## src/rtl/sat_accum_adder.sv

```systemverilog
// sat_accum_adder: unsigned adder with optional saturation and a running
// accumulator, behind a single-entry valid/ready output register.
//
// Handshake: an operand transfer happens on a rising edge where
// in_valid && in_ready; a result transfer happens where out_valid && out_ready.
// in_ready is combinational (!out_valid || out_ready), so a consumed result can
// be replaced by a new one in the same cycle and throughput is one per cycle.
// Once out_valid is high, result/carry/sat are held until the transfer.
module sat_accum_adder #(
    parameter int WIDTH     = 8,
    parameter int CNT_WIDTH = 8
) (
    input  logic                 clk,
    input  logic                 rst,
    input  logic                 in_valid,
    output logic                 in_ready,
    input  logic [WIDTH-1:0]     a,
    input  logic [WIDTH-1:0]     b,
    input  logic [1:0]           mode,
    input  logic                 clear,
    output logic                 out_valid,
    input  logic                 out_ready,
    output logic [WIDTH-1:0]     result,
    output logic                 carry,
    output logic                 sat,
    output logic [CNT_WIDTH-1:0] txn_count
);

    // mode[1] selects accumulate, mode[0] selects saturate
    localparam logic [WIDTH-1:0]     MAX_VAL = '1;
    localparam logic [CNT_WIDTH-1:0] CNT_ONE = 1;

    logic [WIDTH-1:0]     r_acc;
    logic [WIDTH-1:0]     r_result;
    logic                 r_carry;
    logic                 r_sat;
    logic                 r_out_valid;
    logic [CNT_WIDTH-1:0] r_txn_count;

    logic                 w_accept;
    logic [WIDTH-1:0]     w_acc_term;
    logic [WIDTH+1:0]     w_acc_ext;
    logic [WIDTH+1:0]     w_sum;
    logic                 w_over;
    logic                 w_clamp;
    logic [WIDTH-1:0]     w_res;

    assign in_ready = !r_out_valid || out_ready;
    assign w_accept = in_valid && in_ready;

    // A same-cycle clear zeroes the accumulator before it joins the sum.
    assign w_acc_term = clear ? '0 : r_acc;
    assign w_acc_ext  = mode[1] ? {2'b00, w_acc_term} : {(WIDTH+2){1'b0}};

    // Two guard bits hold acc+a+b without truncation.
    assign w_sum   = {2'b00, a} + {2'b00, b} + w_acc_ext;
    assign w_over  = |w_sum[WIDTH+1:WIDTH];
    assign w_clamp = mode[0] && w_over;
    assign w_res   = w_clamp ? MAX_VAL : w_sum[WIDTH-1:0];

    // Result register: loaded only on accept, otherwise held.
    always_ff @(posedge clk) begin
        if (rst) begin
            r_result <= '0;
            r_carry  <= 1'b0;
            r_sat    <= 1'b0;
        end else if (w_accept) begin
            r_result <= w_res;
            r_carry  <= w_over;
            r_sat    <= w_clamp;
        end
    end

    // Output valid: set by accept, dropped by a transfer with no new accept.
    always_ff @(posedge clk) begin
        if (rst) begin
            r_out_valid <= 1'b0;
        end else if (w_accept) begin
            r_out_valid <= 1'b1;
        end else if (out_ready) begin
            r_out_valid <= 1'b0;
        end
    end

    // Accumulator: accumulate modes store the produced result; clear zeroes it.
    always_ff @(posedge clk) begin
        if (rst) begin
            r_acc <= '0;
        end else if (w_accept && mode[1]) begin
            r_acc <= w_res;
        end else if (clear) begin
            r_acc <= '0;
        end
    end

    // Transaction counter: one step per accept, wraps naturally.
    always_ff @(posedge clk) begin
        if (rst) begin
            r_txn_count <= '0;
        end else if (w_accept) begin
            r_txn_count <= r_txn_count + CNT_ONE;
        end
    end

    assign out_valid = r_out_valid;
    assign result    = r_result;
    assign carry     = r_carry;
    assign sat       = r_sat;
    assign txn_count = r_txn_count;

endmodule

```

## config.mk

```make
export PLATFORM = sky130hd
export DESIGN_NAME = sat_accum_adder
export DESIGN_NICKNAME = d
export VERILOG_FILES = /design/src/rtl/sat_accum_adder.sv
export SDC_FILE = /design/constraint.sdc
export NUM_CORES = 1
export LEC_CHECK = 0
export ABC_AREA = 1
export CAP_MARGIN = 10
export CORE_MARGIN = 2
export CORE_UTILIZATION = 54
export CTS_CLUSTER_SIZE = 16
export DETAILED_ROUTE_END_ITERATION = 16
export PLACE_DENSITY = 0.86
export SYNTH_ARGS = -nofsm -noshare
export SYNTH_HDL_FRONTEND = slang
export SYNTH_SLANG_ARGS = --single-unit
export TNS_END_PERCENT = 100
```

## constraint.sdc

```tcl
create_clock -name clk -period 8.6 [get_ports clk]
set_clock_uncertainty 0.05 [all_clocks]
set_input_delay 2.15 -clock clk [delete_from_list [all_inputs] [get_ports clk]]
set_output_delay 2.15 -clock clk [all_outputs]
set_load 0.02 [all_outputs]
```

# --- Word-level counts from Yosys, hierarchy flattened ---
# Cells that the tools add are included.
op_classes:
  add_sub_neg: 3
  eq_ne: 0
  n_reduce_logical: 7
  n_mux: 6
  n_div: 0
  shifts: 0
  bitwise_logic: 0
  multipliers: 0
  magnitude_cmp: 0
ops:
  columns: ["operator", "n"]
  rows:
  - ["8-bit two-way mux", 4]
  - ["9-bit by 8-bit adder with 10-bit output", 1]
  - ["8-bit by 8-bit adder with 9-bit output", 1]
  - ["8-bit by 1-bit adder with 8-bit output, second input constant", 1]
  - ["1-bit logical AND", 3]
  - ["1-bit two-way mux", 2]
  - ["2-bit nonzero test", 1]
  - ["2-bit OR reduction", 1]
  - ["1-bit logical NOT", 1]
  - ["1-bit logical OR", 1]
word_totals:
  regBits: 27
  mem_count: 0
  out_inout_bits: 20
  ram_bits: 0
  romBits: 0
  latch_bits: 0

# --- Longest topological paths before layout ---
logic_depth:
  word_depth: 7
  mapped_depth: 18
  ltp_nobuf: 17

# --- Worst setup path before layout ---
# OpenSTA, ideal clock, no wires.
synth_timing:
  kind: "input to output"
  startpoint: "input out_ready"
  endpoint: "output in_ready"
  path_stages: 2
  t_arrival_ns: 2.284
  slack_ns: 4.116
  path_cell_list: "inv_2 > nand2_2"
synth_between:
  elab_chain_cells: 1
synth_lines:
  columns: ["item", "line", "text"]
  rows:
  - ["from (decl)", "22", "input logic out_ready,"]
  - ["1-bit logical OR", "48", "assign in_ready = !r_out_valid || out_ready;"]
  - ["to (decl)", "16", "output logic in_ready,"]
# Every way passes these cells.

# --- Worst setup path in the final report ---
# Ends and elaborated chain as after synthesis.

==> out/qor.yml <==
pwr:
  ir_drop_mv: 0.0741
  p_leak_nw: 1.11
  power_density_nw_per_um2: 138
yosys:
  yosys.cell_types.count: 28
  seq_area_frac_synth_pct: 29.9
  synth_area_um2: 1810
  syn_avg_cell_area_um2: 6.93
  syn-instance-count: 261
  synth_top_area_cell: "dfxtp_1"
  synth_area_leaders: "dfxtp_1, inv_1, nand2_1, fa_1, nand3_1"
  synth-seq-cells: 27
  synth.top_cell.area_share_pct: 29.9
  ys.warnings.count: 0
  synth_nets: 301
setup_path:
  r2r_setup_slack_ns: 6.09
  cp_slowest_cell: "clkdlybuf4s50_1"
  worstPathMaxFanout: 3
  cp_data_required_time_ns: 6.40
  criticalPathCategory: "in -> out"
  start_kind: "primary input"
  cpMostUsedCell: "clkdlybuf4s50_1"
  path_cells: "clkdlybuf4s50_1 -> inv_2 -> nand2_2 -> clkdlybuf4s50_1"
  critPathArrivalTime_ns: 3.33
  cp_slowest_stage_delay_ns: 0.60
  end_kind: "primary output"
route:
  wl_met2_mm: 1.83
  via_per_inst: 4.84
  drc: 0
  dr.max_layer_used: "met3"
  firstDrtPassIters: 4
  drt_wl_total_mm: 3.54
  ant_nets: 0
  avgRoutedWirePerCell_um: 10.2
  via_count: 1678
  met1_length_mm: 1.59
  dr_wl_met3_um: 126
  drtIter0Drc: 57
worst_hold_path:
  hp-class: "reg -> reg"
global_routing:
  track_usage_pct: 20.3
  antenna_found_initial: 0
  grt_max_degree: 24
  grt-ovfl-total: 0
  grt_pass1_wl_mm: 5.91
  grt_pass1_vias: 1479
final_layout:
  final_layout_size_suffix_gt1_share_pct: 6.98
  final_cell_mix: "inv_1, nand2_1, clkdlybuf4s50_1"
  fin_area_um2: 2270
  synthToLayoutAreaGrowth_pct: 25.7
  final.fill_count: 277
  antenna_cells: 0
  final_common_cell: "inv_1"
  num-nets-final: 342
clock_network:
  cts_setup_buffers: 0
  insertion_delay_ns: 0.32
  cts-root-buf: "clkbuf_4"
  clockBufferDepth: 2
  cts_resized: 0
  cts_tree: "yes"
  cts_num_sinks: 27
  cts_hold_buf: 0
  clkTransAtPathRegs_ns: 0.15
  cts_inserted_buffers: 3
  htreeDepth: 1
timing:
  finalCritPeriodShare_pct: 64.3
  drv_slew: 0
  setup_slack_ns: 3.07
  worstMarginPinSlew_ns: 0.795
  slew_headroom_pct: 46.8
  tns_ns: 0
  finalCriticalPeriod_ns: 5.53
  finalSetupViolations: 0
  timing.fmax_ghz: 0.181
  hold_violations: 0
  rsz0062_at_grt: "false"
floorplan:
  ios: 43
  core_um2: 3280
  dieArea_um2: 3830
  rows: 21
  start_util_pct: 55.1
  die_x_um: 61.9
  dieHeight_um: 61.9
place:
  detailed_place_hpwl_mm: 2.89
  place.gp.congestion: 0.833
  io_buffer_count: 42
  pre_cts_ws_ns: 3.06
  placedInstanceArea_um2: 2240
status:
  status: "finished, final reports clean"
run:
  maxCapViolCount: 0
-- sequential cells by signal (all words and copies together), names as in the netlist --
register and flops:
r_acc 8, result 8, txn_count 8, carry 1
out_valid 1, sat 1
-- through the flow --
stage	hold slack, ns	power (W)	std cells	utilization [%]
floorplan	0.473	0.000222	261	-
global placement	0.400	0.000256	343	68.3
detailed placement	0.413	0.000258	343	68.3
finish	0.425	0.000313	347	69.2
global route	0.453	0.000335	347	69.2
CTS	0.434	0.000314	347	69.2
-- layer usage --
| metal | up-vias | track usage (%) |
|---|---|---|
| met3 | 0 | 2.69 |
| met4 | 0 | 3.34 |
| met2 | 41 | 36.2 |
| met5 | - | 0 |
| met1 | 753 | 26.5 |
| li1 | 884 | - |
-- path summary, 6_finish.rpt --
check               start      endpoint  depth (start not counted)
max             out_ready      in_ready                          4
min          txn_count[7]  txn_count[7]                          2
max reg2reg      r_acc[1]     result[6]                         14
min reg2reg  txn_count[7]  txn_count[7]                          2
-- power breakdown --
part | switching, W | total [W] | leakage (nW) | internal, W
logic | 0.0000666 | 0.000116 | 0.878 | 0.0000499
registers | 0.00000484 | 0.000139 | 0.222 | 0.000134
clock network | 0.0000396 | 0.0000574 | 0.0139 | 0.0000178
-- logic make-up after synthesis --
family                   share of synthesized area [%]
AND/OR/NAND/NOR                                   31.0
buffers and inverters                             14.9
flip-flops                                        29.9
AO/OA/AOI/OAI                                     7.33
adder cells (fa/ha/maj)                           15.5
XOR/XNOR                                          1.45
-- cells in the mapped netlist --
master and number:
xnor2_1 1, o21ai_0 5, xor2_1 2, buf_12 1, a21oi_1 17, nand3_2 4, buf_2 1, inv_2 5
or2_4 1, nand2_1 52, nor4_1 1, nand2_2 3, fa_1 9, nor2_4 1, a21oi_2 2, nand2_4 1
dfxtp_1 27, clkinv_1 2, o21ai_1 1, nand3b_1 1, nor2_1 30, ha_1 8, buf_4 1, nand4_1 3
clkbuf_1 3, nand3_1 23, inv_1 53, nor3_1 3
-- cell type report --
class / count / area [um^2] / share of cell area [%]
Sequential cell: 27 / 541 / 23.8
Clock inverter: 1 / 7.51 / 0.330
Tap cell: 46 / 57.6 / 2.53
Clock buffer: 3 / 22.5 / 0.991
Inverter: 60 / 225 / 9.91
Multi-Input combinational cell: 168 / 1000 / 44.0
Timing Repair Buffer: 42 / 420 / 18.5
-- worst max-delay path, delay by kind of cell --
kind / cells / cell delay [ns]
buffers and inverters: 3 / 1.12
AND/OR/NAND/NOR: 1 / 0.07
No activity file was read; power rests on OpenSTA's default activity.
